File: src/rtl/rf_wb_arbiter.sv
// Register-file write-port arbiter: merges the unstallable pipeline writeback (A) with a
// one-entry buffered long-latency result (B), and tracks pending long-op destinations.
module rf_wb_arbiter #(
  parameter int STARVE_LIMIT = 4
) (
  input  logic        clk,
  input  logic        reset,
  input  logic        a_valid,
  input  logic [4:0]  a_addr,
  input  logic [31:0] a_data,
  input  logic        b_valid,
  output logic        b_ready,
  input  logic [4:0]  b_addr,
  input  logic [31:0] b_data,
  input  logic        issue_valid,
  input  logic        issue_long,
  input  logic [4:0]  issue_rd,
  input  logic [4:0]  rs1_addr,
  input  logic [4:0]  rs2_addr,
  output logic        hazard_stall,
  output logic        pipe_hold,
  output logic        rf_we,
  output logic [4:0]  rf_waddr,
  output logic [31:0] rf_wdata
);
  localparam int CW = $clog2(STARVE_LIMIT + 1);
  localparam logic [CW-1:0] CNT_MAX = CW'(STARVE_LIMIT);

  typedef struct packed {
    logic [4:0]  addr;
    logic [31:0] data;
  } wb_req_t;

  logic          buf_valid;
  wb_req_t       buf_q;
  logic [31:0]   pending;
  logic [CW-1:0] wait_cnt;

  logic          a_wr, buf_wr, b_fire, issue_set;
  logic [31:0]   set_mask, clr_mask;

  assign b_ready = !buf_valid && !reset;
  assign b_fire  = b_valid && b_ready;
  assign a_wr    = a_valid && (a_addr != 5'd0);
  // Buffer only drains when A is idle; reset suppresses the drain so a discarded result never lands.
  assign buf_wr  = buf_valid && !a_wr && !reset;

  always_comb begin
    rf_we    = a_wr || buf_wr;
    rf_waddr = a_wr ? a_addr : buf_q.addr;
    rf_wdata = a_wr ? a_data : buf_q.data;
  end

  assign hazard_stall = issue_valid &&
                        (pending[rs1_addr] || pending[rs2_addr] || (issue_long && pending[issue_rd]));
  assign issue_set    = issue_valid && !hazard_stall && issue_long && (issue_rd != 5'd0);
  assign set_mask     = 32'(issue_set) << issue_rd;
  assign clr_mask     = 32'(buf_wr) << buf_q.addr;
  assign pipe_hold    = buf_valid && (wait_cnt == CNT_MAX);

  always_ff @(posedge clk) begin
    if (reset) begin
      buf_valid <= 1'b0;
      buf_q     <= '0;
      pending   <= '0;
      wait_cnt  <= '0;
    end else begin
      if (buf_wr) begin
        buf_valid <= 1'b0;
      end else if (b_fire && (b_addr != 5'd0)) begin
        buf_valid <= 1'b1;
        buf_q     <= '{addr: b_addr, data: b_data};
      end
      // Set is applied after clear so an issue to the register being retired stays pending.
      pending <= ((pending & ~clr_mask) | set_mask) & ~32'd1;
      if (buf_wr)
        wait_cnt <= '0;
      else if (buf_valid && a_wr && (wait_cnt != CNT_MAX))
        wait_cnt <= wait_cnt + CW'(1);
    end
  end
endmodule

File: config.mk
export PLATFORM = sky130hd
export DESIGN_NAME = rf_wb_arbiter
export DESIGN_NICKNAME = d
export VERILOG_FILES = /design/src/rtl/rf_wb_arbiter.sv
export SDC_FILE = /design/constraint.sdc
export NUM_CORES = 1
export LEC_CHECK = 0
export ABC_AREA = 1
export CAP_MARGIN = 0
export CORE_MARGIN = 1.5
export CORE_UTILIZATION = 43
export CTS_CLUSTER_DIAMETER = 60
export DETAILED_ROUTE_END_ITERATION = 7
export GPL_TIMING_DRIVEN = 0
export PLACE_DENSITY_LB_ADDON = 0.2
export SETUP_SLACK_MARGIN = 0.15
export SYNTH_ARGS = -nofsm -noshare
export SYNTH_HDL_FRONTEND = slang
export SYNTH_SLANG_ARGS = --single-unit
export TNS_END_PERCENT = 30
File: constraint.sdc
create_clock -name clk -period 2.6 [get_ports clk]
set_clock_uncertainty 0.2 [all_clocks]
set_input_delay 0.78 -clock clk [delete_from_list [all_inputs] [get_ports clk]]
set_output_delay 0.78 -clock clk [all_outputs]
set_load 0.02 [all_outputs]
=== Word level (Yosys, flattened, before mapping) ===
Index checks and enable logic that the tools add are counted.

* Flip-flop bits (word level): 73
* Bits in latches: 0
* Bits in writable memories: 0
* Bits in read-only memories: 0
* Input bits: 95
* Output and inout bits: 41
* Memories kept: 0

* Add/subtract/negate cells: 1
* $mul: 0
* Div/mod/pow operators: 0
* Magnitude comparators: 3
* Equality and inequality tests: 2
* Shift-type cells: 2
* Multiplexer cells: 8
* Bitwise gates (word level): 4
* Reduce and logical (&&, ||, !) cells: 26

{| class="wikitable"
|+ Operators with widths
! operator !! count
|-
| 1-bit by 5-bit << shifter with 32-bit output || 2
|-
| 32-bit AND || 1
|-
| 32-bit two-way mux || 1
|-
| 32-bit inverter || 1
|-
| 32-bit OR || 1
|-
| 5-bit by 6-bit less-than comparator with 1-bit output (second input constant) || 3
|-
| 1-bit binary-select mux with 5-bit select || 3
|-
| 5-bit nonzero test || 3
|-
| 1-bit logical AND || 14
|-
| 5-bit two-way mux || 1
|-
| 1-bit zero test || 4
|-
| 3-bit by 1-bit adder with 3-bit output (second input constant) || 1
|-
| 3-bit equality test (second input constant) || 1
|-
| 1-bit logical OR || 3
|-
| 1-bit two-way mux || 3
|-
| 3-bit inequality test (second input constant) || 1
|-
| 2-bit AND reduction || 1
|-
| 2-bit OR reduction || 1
|-
| 1-bit inverter || 1
|}

=== Longest topological paths before layout ===
Gate-level depths: netlist of run 1.

* Depth after elaboration: 11
* Gate-level depth with buffers: 14
* Gate-level depth less buffers: 14

=== Worst setup path after synthesis of run 1 ===
No wires, ideal clock.

* Kind: input to output
* Start: in issue_rd[1]
* End: out hazard_stall
* Data arrival time: 2.215 ns
* Data required time: 1.620 ns
* Setup slack: -0.595 ns
* Stages: 10
* Path buffers: 1
* Cells stage by stage: buf_4 > nor2_1 > nand2_1 > o21ai_0 > nor2_1 > nor2_1 > nor2_1 > nand2_1 > nand3_1 > a21boi_0

* Word-level cells in the longest chain between the ends: 5

{| class="wikitable"
|+ RTL lines
! what !! RTL line !! RTL
|-
| start: declaration || 17 || <nowiki>input logic [4:0] issue_rd,</nowiki>
|-
| 1-bit binary-select mux with 5-bit select || 55 || <nowiki>(pending[rs1_addr] || pending[rs2_addr] || (issue_long && pending[issue_rd]));</nowiki>
|-
| 1-bit two-way mux (implied by the code) || 55 ||
|-
| 1-bit logical AND || 55 ||
|-
| 1-bit logical OR || 55 ||
|-
| 1-bit logical AND || 54 || <nowiki>assign hazard_stall = issue_valid &&</nowiki>
|-
| end: declaration || 20 || <nowiki>output logic hazard_stall,</nowiki>
|}

Every way passes these cells. The select of a mux whose other input is x is not followed.

=== Worst setup path after layout of run 1 ===
* Start: in rs1_addr[0]
* End: out hazard_stall

* Word-level cells in the longest chain between the ends: 5

{| class="wikitable"
|+ RTL lines
! what !! RTL line !! RTL
|-
| start: declaration || 18 || <nowiki>input logic [4:0] rs1_addr,</nowiki>
|-
| 1-bit binary-select mux with 5-bit select || 55 ||
|-
| 1-bit two-way mux (implied by the code) || 55 ||
|-
| 1-bit logical OR (2 in series) || 55 ||
|-
| 1-bit logical AND || 54 ||
|}

Every way passes these cells. The select of a mux whose other input is x is not followed.

==> metrics, run 1 <==
status complete, but fails checks; failing checks negative setup slack; Final Slew Violations 0; met1 wire length 6600 µm; worst-margin pin slew 0.616 ns; class of the worst hold path reg -> reg; Reg2Reg Setup Slack 0.35 ns; first-pass GRT wire length 27500 µm; # Max-Cap Violations 0; RD Place Congestion 1.05; Setup crit end kind primary output; WP data arrival 1.96 ns; Clock Tree Root clkbuf_8; pwr/cell area 438 nW/µm²; Crit Reg-Reg Startpoint pending[12]; Total Wirelength 17300 µm; Pre-Repair DR Iteration Count 6; CP Max Fanout 6; list of most frequent post-synthesis cells nand2_1 (212), nand3_1 (87), nor2_1 (86); violation count after the first detailed-route iteration 482; synth top area cells dfxtp_1 (33%), nand2_1 (18%), nand3_1 (10%); share of cells above drive strength 1 25.5%; Worst VDD drop 0.338 mV; antenna violations before repair 0; WL met3 1520 µm; Final nets 982; RSZ-0062 raised after global routing true; placed insts 990; Seq/Total Area, Yosys 33.0%; Vias/cell 5.52; Startpoint Class primary input; slew margin rel. 58.6%; GR Overflow Total 0; Net Count, Synth 823; slowest CP cell a21boi_4; fin area 7070 µm²; hold_sp buf_q[25]; DP HPWL 12200 µm; Crit path top cell by count nand2_1; number of synthesized flops with an enable pin 0; Yosys warnings 0; number of cells produced by synthesis 726; largest net degree at the start of global routing 14; fin cells 1023; die area 10800 µm²; DP Area 6130 µm²; via count 5646; Synth cell types 29; hold worst-path end buf_q[25]; Hold Buf Count CTS 0; CP required 1.62 ns; Synth Register Bits 72; post-place setup slack -1.39 ns; Final Hold Fails 0; Hold Path Depth 2; Tcrit/Tclk final 113%; DIE WIDTH 104 µm; fraction of registers with async set or reset after synthesis 0%; hold_ws 0.294 ns; core region area 9820 µm²; mapped cell area 4370 µm²; DRC 0; starting density of the core 44.5%; port bufs 131; num rows 36; leakage 2.99 nW; r2r endpoint pending[9]; Worst-Skew Late Latency 0.36 ns; clk sinks 72; Die Span Y 104 µm; FMAX 0.340 GHz; n_diodes 0; CP cell instances buf_6 > buf_8 > buf_4 > nand2_1 > nand3_2 > nand3_2 > nand3_1 > nand2_1 > nand2_1 > nand2_2 > nor2_4 > a21boi_4 > buf_6; critical path class in -> out; IO Pins 136; highest routed layer met4; CTS buffer count 9; Layout area overhead 61.8%; Core Util, Final 72.0%; met2 WL post-DR 8460 µm; Synth top area share 33.0%; GRT Overall Usage 31.8%; min Tclk post-route 2.94 ns; clock buffer depth 2; clock-pin slew on the worst setup and hold paths 0.08 ns; cell taking the most area after synthesis dfxtp_1; Main synth FF type dfxtp_1; fillers 831; htree depth 3; vias in the first global route 5658; count leader, synth nand2_1; syn_area_per_cell 6.02 µm²; TritonCTS clock tree built; Worst Slack Setup Final -0.342 ns; slowest stage delay, CP 0.14 ns; final setup vio count 39; ANT nets after route 0; drt wl/cell 16.9 µm; R2R cell count 13
-- state kept, by name, indices dropped and copies added (netlist names) --
name	flops
wait_cnt	3
buf_q	37
pending	31
buf_valid	1
-- worst max-delay path, delay by kind of cell --
kind	cells	cell delay (ns)
and+or+nand+nor	8	0.56
AOI/OAI and AO/OA	1	0.14
buffers and inverters	4	0.49
-- cells by family (layout without fill, tap and decap cells) --
logic type / count (synthesis) / after routing / synth area share, %
AOI/OAI and AO/OA: 129 / 129 / 15.1
and+or+nand+nor: 419 / 419 / 41.2
adders and majority gates: 2 / 2 / 0.572
buffers and inverters: 104 / 268 / 10.1
DFF: 72 / 72 / 33.0
-- routing by layer --
metal / vias to the layer above / track usage (%)
li1: 2683 / -
met1: 2616 / 38.8
met2: 290 / 53.3
met3: 57 / 6.61
met4: 0 / 15.3
met5: - / 0
-- worst max-delay path by stage --
stage / end / from / cells after the start / slack (ns)
floorplan: hazard_stall / rs2_addr[0] / 11 / -0.11
global placement: hazard_stall / issue_rd[0] / 13 / -1.33
detailed placement: hazard_stall / issue_rd[0] / 13 / -1.39
CTS: hazard_stall / rs1_addr[0] / 12 / -0.33
global route: hazard_stall / rs2_addr[0] / 12 / -0.43
finish: hazard_stall / rs1_addr[0] / 13 / -0.34
-- cells in the final DEF, fill, tap and decap left out, types with 3 or more instances in the layout --
cell type          n
nor2_2             6
o211ai_1           3
dfxtp_1           72
clkinv_4           3
buf_4             15
inv_4              3
dlygate4sd2_1      6
nand2_2           25
inv_2              7
nand3_2           10
clkbuf_8          13
inv_6              3
nand4_1           18
nor2_4             6
buf_6             45
o21ai_2            3
buf_2              5
nand2_1          143
nand3_1           77
a21oi_1           39
o21ai_1            3
buf_8              5
a21oi_2            5
nand2_4           45
clkdlybuf4s50_1   74
clkbuf_1          15
o21ai_0           71
clkbuf_16          7
inv_1             48
nor2_1            79
clkbuf_2           5
-- report_power, final --
group | switching [mW] | leakage (nW) | internal [mW]
Sequential | 0.0345 | 0.587 | 1.15
Combinational | 0.476 | 2.29 | 0.427
Clock | 0.465 | 0.111 | 0.548
Total | 0.976 | 2.99 | 2.12
-- layout make-up --
cell class	count	area (µm²)	share of cell area, %
Clock buffer	10	128	1.81
Clock inverter	6	91.3	1.29
Multi-Input combinational cell	550	3030	42.9
Inverter	63	263	3.72
Timing Repair Buffer	148	1540	21.8
Tap cell	133	166	2.35
Buffer	41	408	5.77
Sequential cell	72	1440	20.4
-- metrics by stage --
| step | total power, mW | TNS [ns] |
|---|---|---|
| 2_1_floorplan | 1.61 | -0.898 |
| 3_3_place_gp | 1.94 | -62.50 |
| 3_5_place_dp | 1.95 | -63.99 |
| 4_1_cts | 3.03 | -8.92 |
| 5_1_grt | 3.23 | -11.92 |
| 6_report | 3.10 | -10.77 |
-- repair_timing --
action,CTS,global route
gates resized for setup,356,86
setup buffers,5,2
pin swaps,37,43
cloned,10,0
setup endpoints to repair,72,104
Note: power is estimated with default switching activity, not from simulation.
==> run 2, diff against run 1 <==
--- a/config.mk
+++ b/config.mk
@@ -5,11 +5,10 @@
 export SDC_FILE = /design/constraint.sdc
 export NUM_CORES = 1
 export LEC_CHECK = 0
-export ABC_AREA = 1
 export CAP_MARGIN = 0
 export CORE_MARGIN = 1.5
-export CORE_UTILIZATION = 43
-export CTS_CLUSTER_DIAMETER = 60
+export CORE_UTILIZATION = 42
+export CTS_CLUSTER_DIAMETER = 100
 export DETAILED_ROUTE_END_ITERATION = 7
 export GPL_TIMING_DRIVEN = 0
 export PLACE_DENSITY_LB_ADDON = 0.2
==> metrics, run 2 <==
status complete, but fails checks; Startpoint Class primary input; DRC 0 (unchanged); ANT nets after route 0 (unchanged); Synth cell types 47 (+62%); mapped cell area 4240 µm² (-2.9%); DIE WIDTH 103 µm (-0.31%); pwr/cell area 430 nW/µm² (-1.9%); Total Wirelength 15700 µm (-9.1%); Largest register FFs 37 (unchanged); class of the worst hold path reg -> reg; htree depth 3 (unchanged); commonest non-fill, non-tap cell in the layout nand2_1; clk sinks 72 (unchanged); Net Count, Synth 660 (-20%); synth top area cells dfxtp_1 (34%), nand2_1 (19%), mux4_2 (9.6%); min Tclk post-route 3.48 ns (+0.540 ns); Core Util, Final 73.8% (+1.8 points); slew margin rel. 44.9% (-14 points); syn_area_per_cell 7.53 µm² (+25%); port bufs 128 (-2.3%); Pre-Repair DR Iteration Count 5 (-1); final setup vio count 67 (+72%); number of synthesized flops with an enable pin 0 (unchanged); IO Pins 136 (unchanged); Yosys warnings 0 (unchanged); Final Slew Violations 0 (unchanged); Layout area overhead 70.0%; DP HPWL 11000 µm (-9.9%); Final Hold Fails 0 (unchanged); CTS buffer count 9 (unchanged); largest net degree at the start of global routing 14 (unchanged); Final nets 815 (-17%); core region area 9770 µm² (-0.46%); first-pass GRT wire length 23500 µm (-15%); Hold Buf Count CTS 0 (unchanged); violation count after the first detailed-route iteration 203 (-58%); WP data arrival 2.50 ns (+0.54 ns); drt wl/cell 18.3 µm (+8.6%); clock-pin slew on the worst setup and hold paths 0.08 ns (about the same); Tot Pwr 3.10 mW (about the same); die area 10700 µm² (-0.62%); GR Overflow Total 0 (unchanged); GRT Overall Usage 28.8% (-3.1 points); fillers 736 (-11%); CP required 1.62 ns (about the same); Worst Slack Setup Final -0.882 ns (-0.540 ns); critical path class in -> out; failing checks negative setup slack; num rows 36 (unchanged); starting density of the core 43.4% (-1.1 points); n_diodes 0 (unchanged); Tcrit/Tclk final 134% (+21 points); FF/Latch Area 1440 µm² (+0.17%); leakage 2.83 nW (-5.4%); RD Place Congestion 0.916 (-12%); Synth Register Bits 72 (unchanged); vias in the first global route 4717 (-17%); biggest regs buf_q (37), pending (31), wait_cnt (3); CP Max Fanout 10 (+4); number of cells produced by synthesis 563 (-22%); count leader, synth nand2_1; list of most frequent post-synthesis cells nand2_1 (210), dfxtp_1 (72), a21oi_1 (42); cell taking the most area after synthesis dfxtp_1; Vias/cell 5.75 (+4.2%); most frequent cells in the layout nand2_1 (121), clkdlybuf4s50_1 (74), dfxtp_1 (70); Biggest register buf_q; clock buffer depth 2 (unchanged); Worst VDD drop 0.249 mV (-26%); multi-input logic area 3370 µm² (+11%); Die Span Y 103 µm (-0.31%); # Max-Cap Violations 0 (unchanged); Main synth FF type dfxtp_1; antenna violations before repair 0 (unchanged); fraction of registers with async set or reset after synthesis 0% (unchanged); Setup crit end kind primary output; FMAX 0.287 GHz (-16%); Worst-Skew Late Latency 0.35 ns (about the same); Clock Tree Root clkbuf_8; share of cells above drive strength 1 37.1% (+12 points); Seq/Total Area, Yosys 34.0% (+1.0 points); Synth top area share 34.0% (+1.0 points); worst-margin pin slew 0.823 ns (+0.207 ns); TritonCTS clock tree built; RSZ-0062 raised after global routing true; via count 4923 (-13%)
[run 2: changes by cell type after synthesis, moves of 18 or more]
cell	previous run	this run
nor2_1	86	10
nand3_1	87	21
o21ai_0	78	14
inv_1	57	10
o211ai_1	3	23
mux4_2	0	18
[run 2: cells by family after synthesis]
logic type | share of synthesized area (%)
fa+ha+maj | 0.590
compound gates | 17.8
flops | 34.0
mux | 13.4
simple gates | 29.0
buf+inv | 5.25
[run 2: cell type report]
class | count | area share [%]
clock buffers | 10 | 1.91
flip-flops and latches | 72 | 20.0
repair buffers | 144 | 21.2
inverters | 11 | 0.573
plain buffers | 44 | 5.67
clock inverters | 6 | 1.60
well taps | 133 | 2.31
multi-input cells | 436 | 46.7
[run 2: critical path, stage by stage]
cell and delay [ns]:
buf_6 0.14, mux4_2 0.52, mux2i_1 0.20, o32ai_1 0.14
nor3_4 0.22, nand3_4 0.11, buf_8 0.14, and2_4 0.13
buf_6 0.12
[run 2: worst paths after layout]
kind	slack (ns)	endpoint	from	cells after the start
max	-0.88	hazard_stall	rs1_addr[2]	9
min	0.26	buf_q[1]	buf_q[1]	2
max reg2reg	0.07	pending[24]	pending[23]	8
min reg2reg	0.26	buf_q[1]	buf_q[1]	2
[run 2: timing repair]
action                                 in CTS  in global routing
gates cloned                                5                  2
setup buffers                               5                  4
resized for setup                         324                 84
endpoints found under the hold margin       0                  0
pin swaps                                  63                 33
setup endpoints to repair                 110                104
[run 2: routing by layer]
layer,global-route usage (%),routed length [µm],vias to the layer above
met3,5.04,1180,39
met2,49.4,7840,246
met4,11.0,414,0
li1,-,-,2302
met5,0,0,-
met1,36.0,6260,2336
[run 2: through the flow]
step | setup WS [ns] | cells | instance area (µm²) | setup TNS (ns) | hold slack, ns
floorplan | -0.738 | 563 | 4850 | -18.62 | 0.237
finish | -0.882 | 856 | 7210 | -26.32 | 0.261
CTS | -0.856 | 850 | 6920 | -24.56 | 0.259
detailed placement | -1.93 | 824 | 6300 | -111.69 | 0.248
global route | -0.936 | 856 | 7210 | -31.74 | 0.282
global placement | -1.90 | 824 | 6300 | -109.25 | 0.243
[run 2: where the power goes]
group          switching, mW  internal [mW]
registers             0.0262           1.13
clock network          0.447          0.669
logic                  0.419          0.405
==> run 3, diff against run 2 <==
--- a/config.mk
+++ b/config.mk
@@ -11,8 +11,8 @@
 export CTS_CLUSTER_DIAMETER = 100
 export DETAILED_ROUTE_END_ITERATION = 7
 export GPL_TIMING_DRIVEN = 0
+export MAX_ROUTING_LAYER = met4
 export PLACE_DENSITY_LB_ADDON = 0.2
-export SETUP_SLACK_MARGIN = 0.15
 export SYNTH_ARGS = -nofsm -noshare
 export SYNTH_HDL_FRONTEND = slang
 export SYNTH_SLANG_ARGS = --single-unit
==> metrics, run 3 (synthesized netlist as in run 2, its figures left out) <==
Die Span Y 103 µm (unchanged); worst-margin pin slew 0.931 ns (+0.108 ns); port bufs 128 (unchanged); class of the worst hold path reg -> reg; CP cell instances clkdlybuf4s15_2 > buf_6 > mux4_2 > o211ai_1 > a32o_1 > nand3_2 > clkbuf_8 > and2_4 > buf_6; Crit path depth 9 (unchanged); status complete, but fails checks; Largest register FFs 37 (unchanged); min Tclk post-route 3.48 ns (-0.00270 ns); Final nets 816 (+0.12%); Worst VDD drop 0.282 mV (+13%); Final Slew Violations 0 (unchanged); Worst Slack Setup Final -0.879 ns (+0.00270 ns); Crit path top cell by count buf_6; drt wl/cell 18.5 µm (+0.83%); WP data arrival 2.50 ns (about the same); pwr/cell area 413 nW/µm² (-4.0%); post-place setup slack -2.04 ns (-0.111 ns); GRT Overall Usage 31.2% (+2.4 points); Final Hold Fails 0 (unchanged); TritonCTS clock tree built; clock buffer depth 2 (unchanged); RSZ-0062 raised after global routing true; antenna violations before repair 0 (unchanged); Tcrit/Tclk final 134% (about the same); core region area 9770 µm² (unchanged); Tot Pwr 2.96 mW (-4.5%); Total Wirelength 15800 µm (+0.83%); Logic pwr share 28.1% (+1.5 points); largest net degree at the start of global routing 13 (-1); num rows 36 (unchanged); leakage 2.90 nW (+2.5%); placed insts 824 (unchanged); CP required 1.62 ns (about the same); Critical path origin issue_rd[1]; DRC 0 (unchanged); Worst-Skew Late Latency 0.35 ns (about the same); commonest non-fill, non-tap cell in the layout nand2_1; IO Pins 136 (unchanged); Startpoint Class primary input; # Max-Cap Violations 0 (unchanged); final setup vio count 82 (+22%); starting density of the core 43.4% (unchanged); FMAX 0.287 GHz (about the same); Sw Share 29.7% (+0.92 points); Crit Reg-Reg Startpoint pending[8]; Vias/cell 5.78 (+0.43%); most frequent cells in the layout nand2_1 (123), clkdlybuf4s50_1 (74), dfxtp_1 (72); critical path class in -> out; ANT nets after route 0 (unchanged); fillers 773 (+5.0%); violation count after the first detailed-route iteration 230 (+13%); via count 4944 (+0.43%); internal power 2.08 mW (-5.7%); Layout area overhead 69.2%; R2R cell count 8 (unchanged); Pre-Repair DR Iteration Count 5 (unchanged); hold_sp buf_q[6]; CTS buffer count 9 (unchanged); Clock Tree Root clkbuf_8; vias in the first global route 4914 (+4.2%); fin cells 856 (unchanged); clk sinks 72 (unchanged); slew margin rel. 37.7% (-7.2 points); clock-pin slew on the worst setup and hold paths 0.08 ns (about the same); failing checks negative setup slack; Biggest register buf_q; slowest stage delay, CP 0.33 ns (-0.19 ns); CP Max Fanout 10 (unchanged); n_diodes 0 (unchanged); Net Switching 0.880 mW (-1.4%); Hold Path Depth 2 (unchanged); Clock power frac 32.8% (-3.2 points); GR Overflow Total 0 (unchanged); CP top delay family buffers and inverters; slowest CP cell o211ai_1; Setup crit end kind primary output; htree depth 3 (unchanged); DP HPWL 11300 µm (+3.3%); die area 10700 µm² (unchanged); RD Place Congestion 0.934 (+2.0%); biggest regs buf_q (37), pending (31), wait_cnt (3); WP buf/inv 4 (+1); Reg power frac 39.2% (+1.8 points); first-pass GRT wire length 24400 µm (+3.6%); DIE WIDTH 103 µm (unchanged); share of cells above drive strength 1 35.3% (-1.8 points)
run 3: layer usage:
layer  vias to the layer above  GRT usage, %  wire length, µm
met5                         -             -                0
met1                      2358          38.1             6410
met2                       226          51.2             7820
met3                        54          5.11             1000
met4                         0          12.7              591
li1                       2306             -                -
run 3: through the flow:
stage	hold slack [ns]	TNS, ns	area (µm²)	util [%]
4_1_cts	0.259	-45.80	6940	71.0
5_1_grt	0.283	-35.77	7180	73.4
6_report	0.261	-31.04	7180	73.4
3_5_place_dp	0.247	-119.70	6140	62.8
3_3_place_gp	0.244	-116.85	6140	62.8
2_1_floorplan	0.237	-19.22	4690	-
run 3: repair_timing:
action,4_1_cts,5_1_grt
hold buffers,0,0
pin swaps,46,26
gates cloned,5,3
setup buffers,14,1
hold endpoints to repair,0,0
setup endpoints to repair,110,107
gates resized for setup,355,80
run 3: worst register-to-register path, cell delays in order (launching register included):
cell and delay, ns:
dfxtp_1 0.37, mux4_2 0.47, mux2i_1 0.17, nor3b_2 0.07, nor4_2 0.36, nand3_2 0.12, buf_4 0.19, clkbuf_16 0.17
o41ai_2 0.29
run 3: power by group through the flow:
stage | combinational [mW] | clock [mW] | sequential (mW)
floorplan | 0.362 | 0 | 1.17
global placement | 0.668 | 0 | 1.18
detailed placement | 0.676 | 0 | 1.18
CTS | 0.787 | 0.979 | 1.16
global route | 0.876 | 1.03 | 1.16
finish | 0.831 | 0.970 | 1.16
run 3: area by class of cell:
type	count	area [µm²]	share of cell area (%)
Timing Repair Buffer	145	1550	21.6
Inverter	11	41.3	0.575
Buffer	44	430	6.00
Multi-Input combinational cell	436	3340	46.5
Sequential cell	72	1440	20.1
Clock inverter	5	82.6	1.15
Clock buffer	10	128	1.78
Tap cell	133	166	2.32
run 3: worst paths after layout:
kind	end	slack, ns
worst max-delay path	hazard_stall	-0.88
worst min-delay path	buf_q[6]	0.26
worst max register to register	pending[30]	0.10
worst min register to register	buf_q[6]	0.26
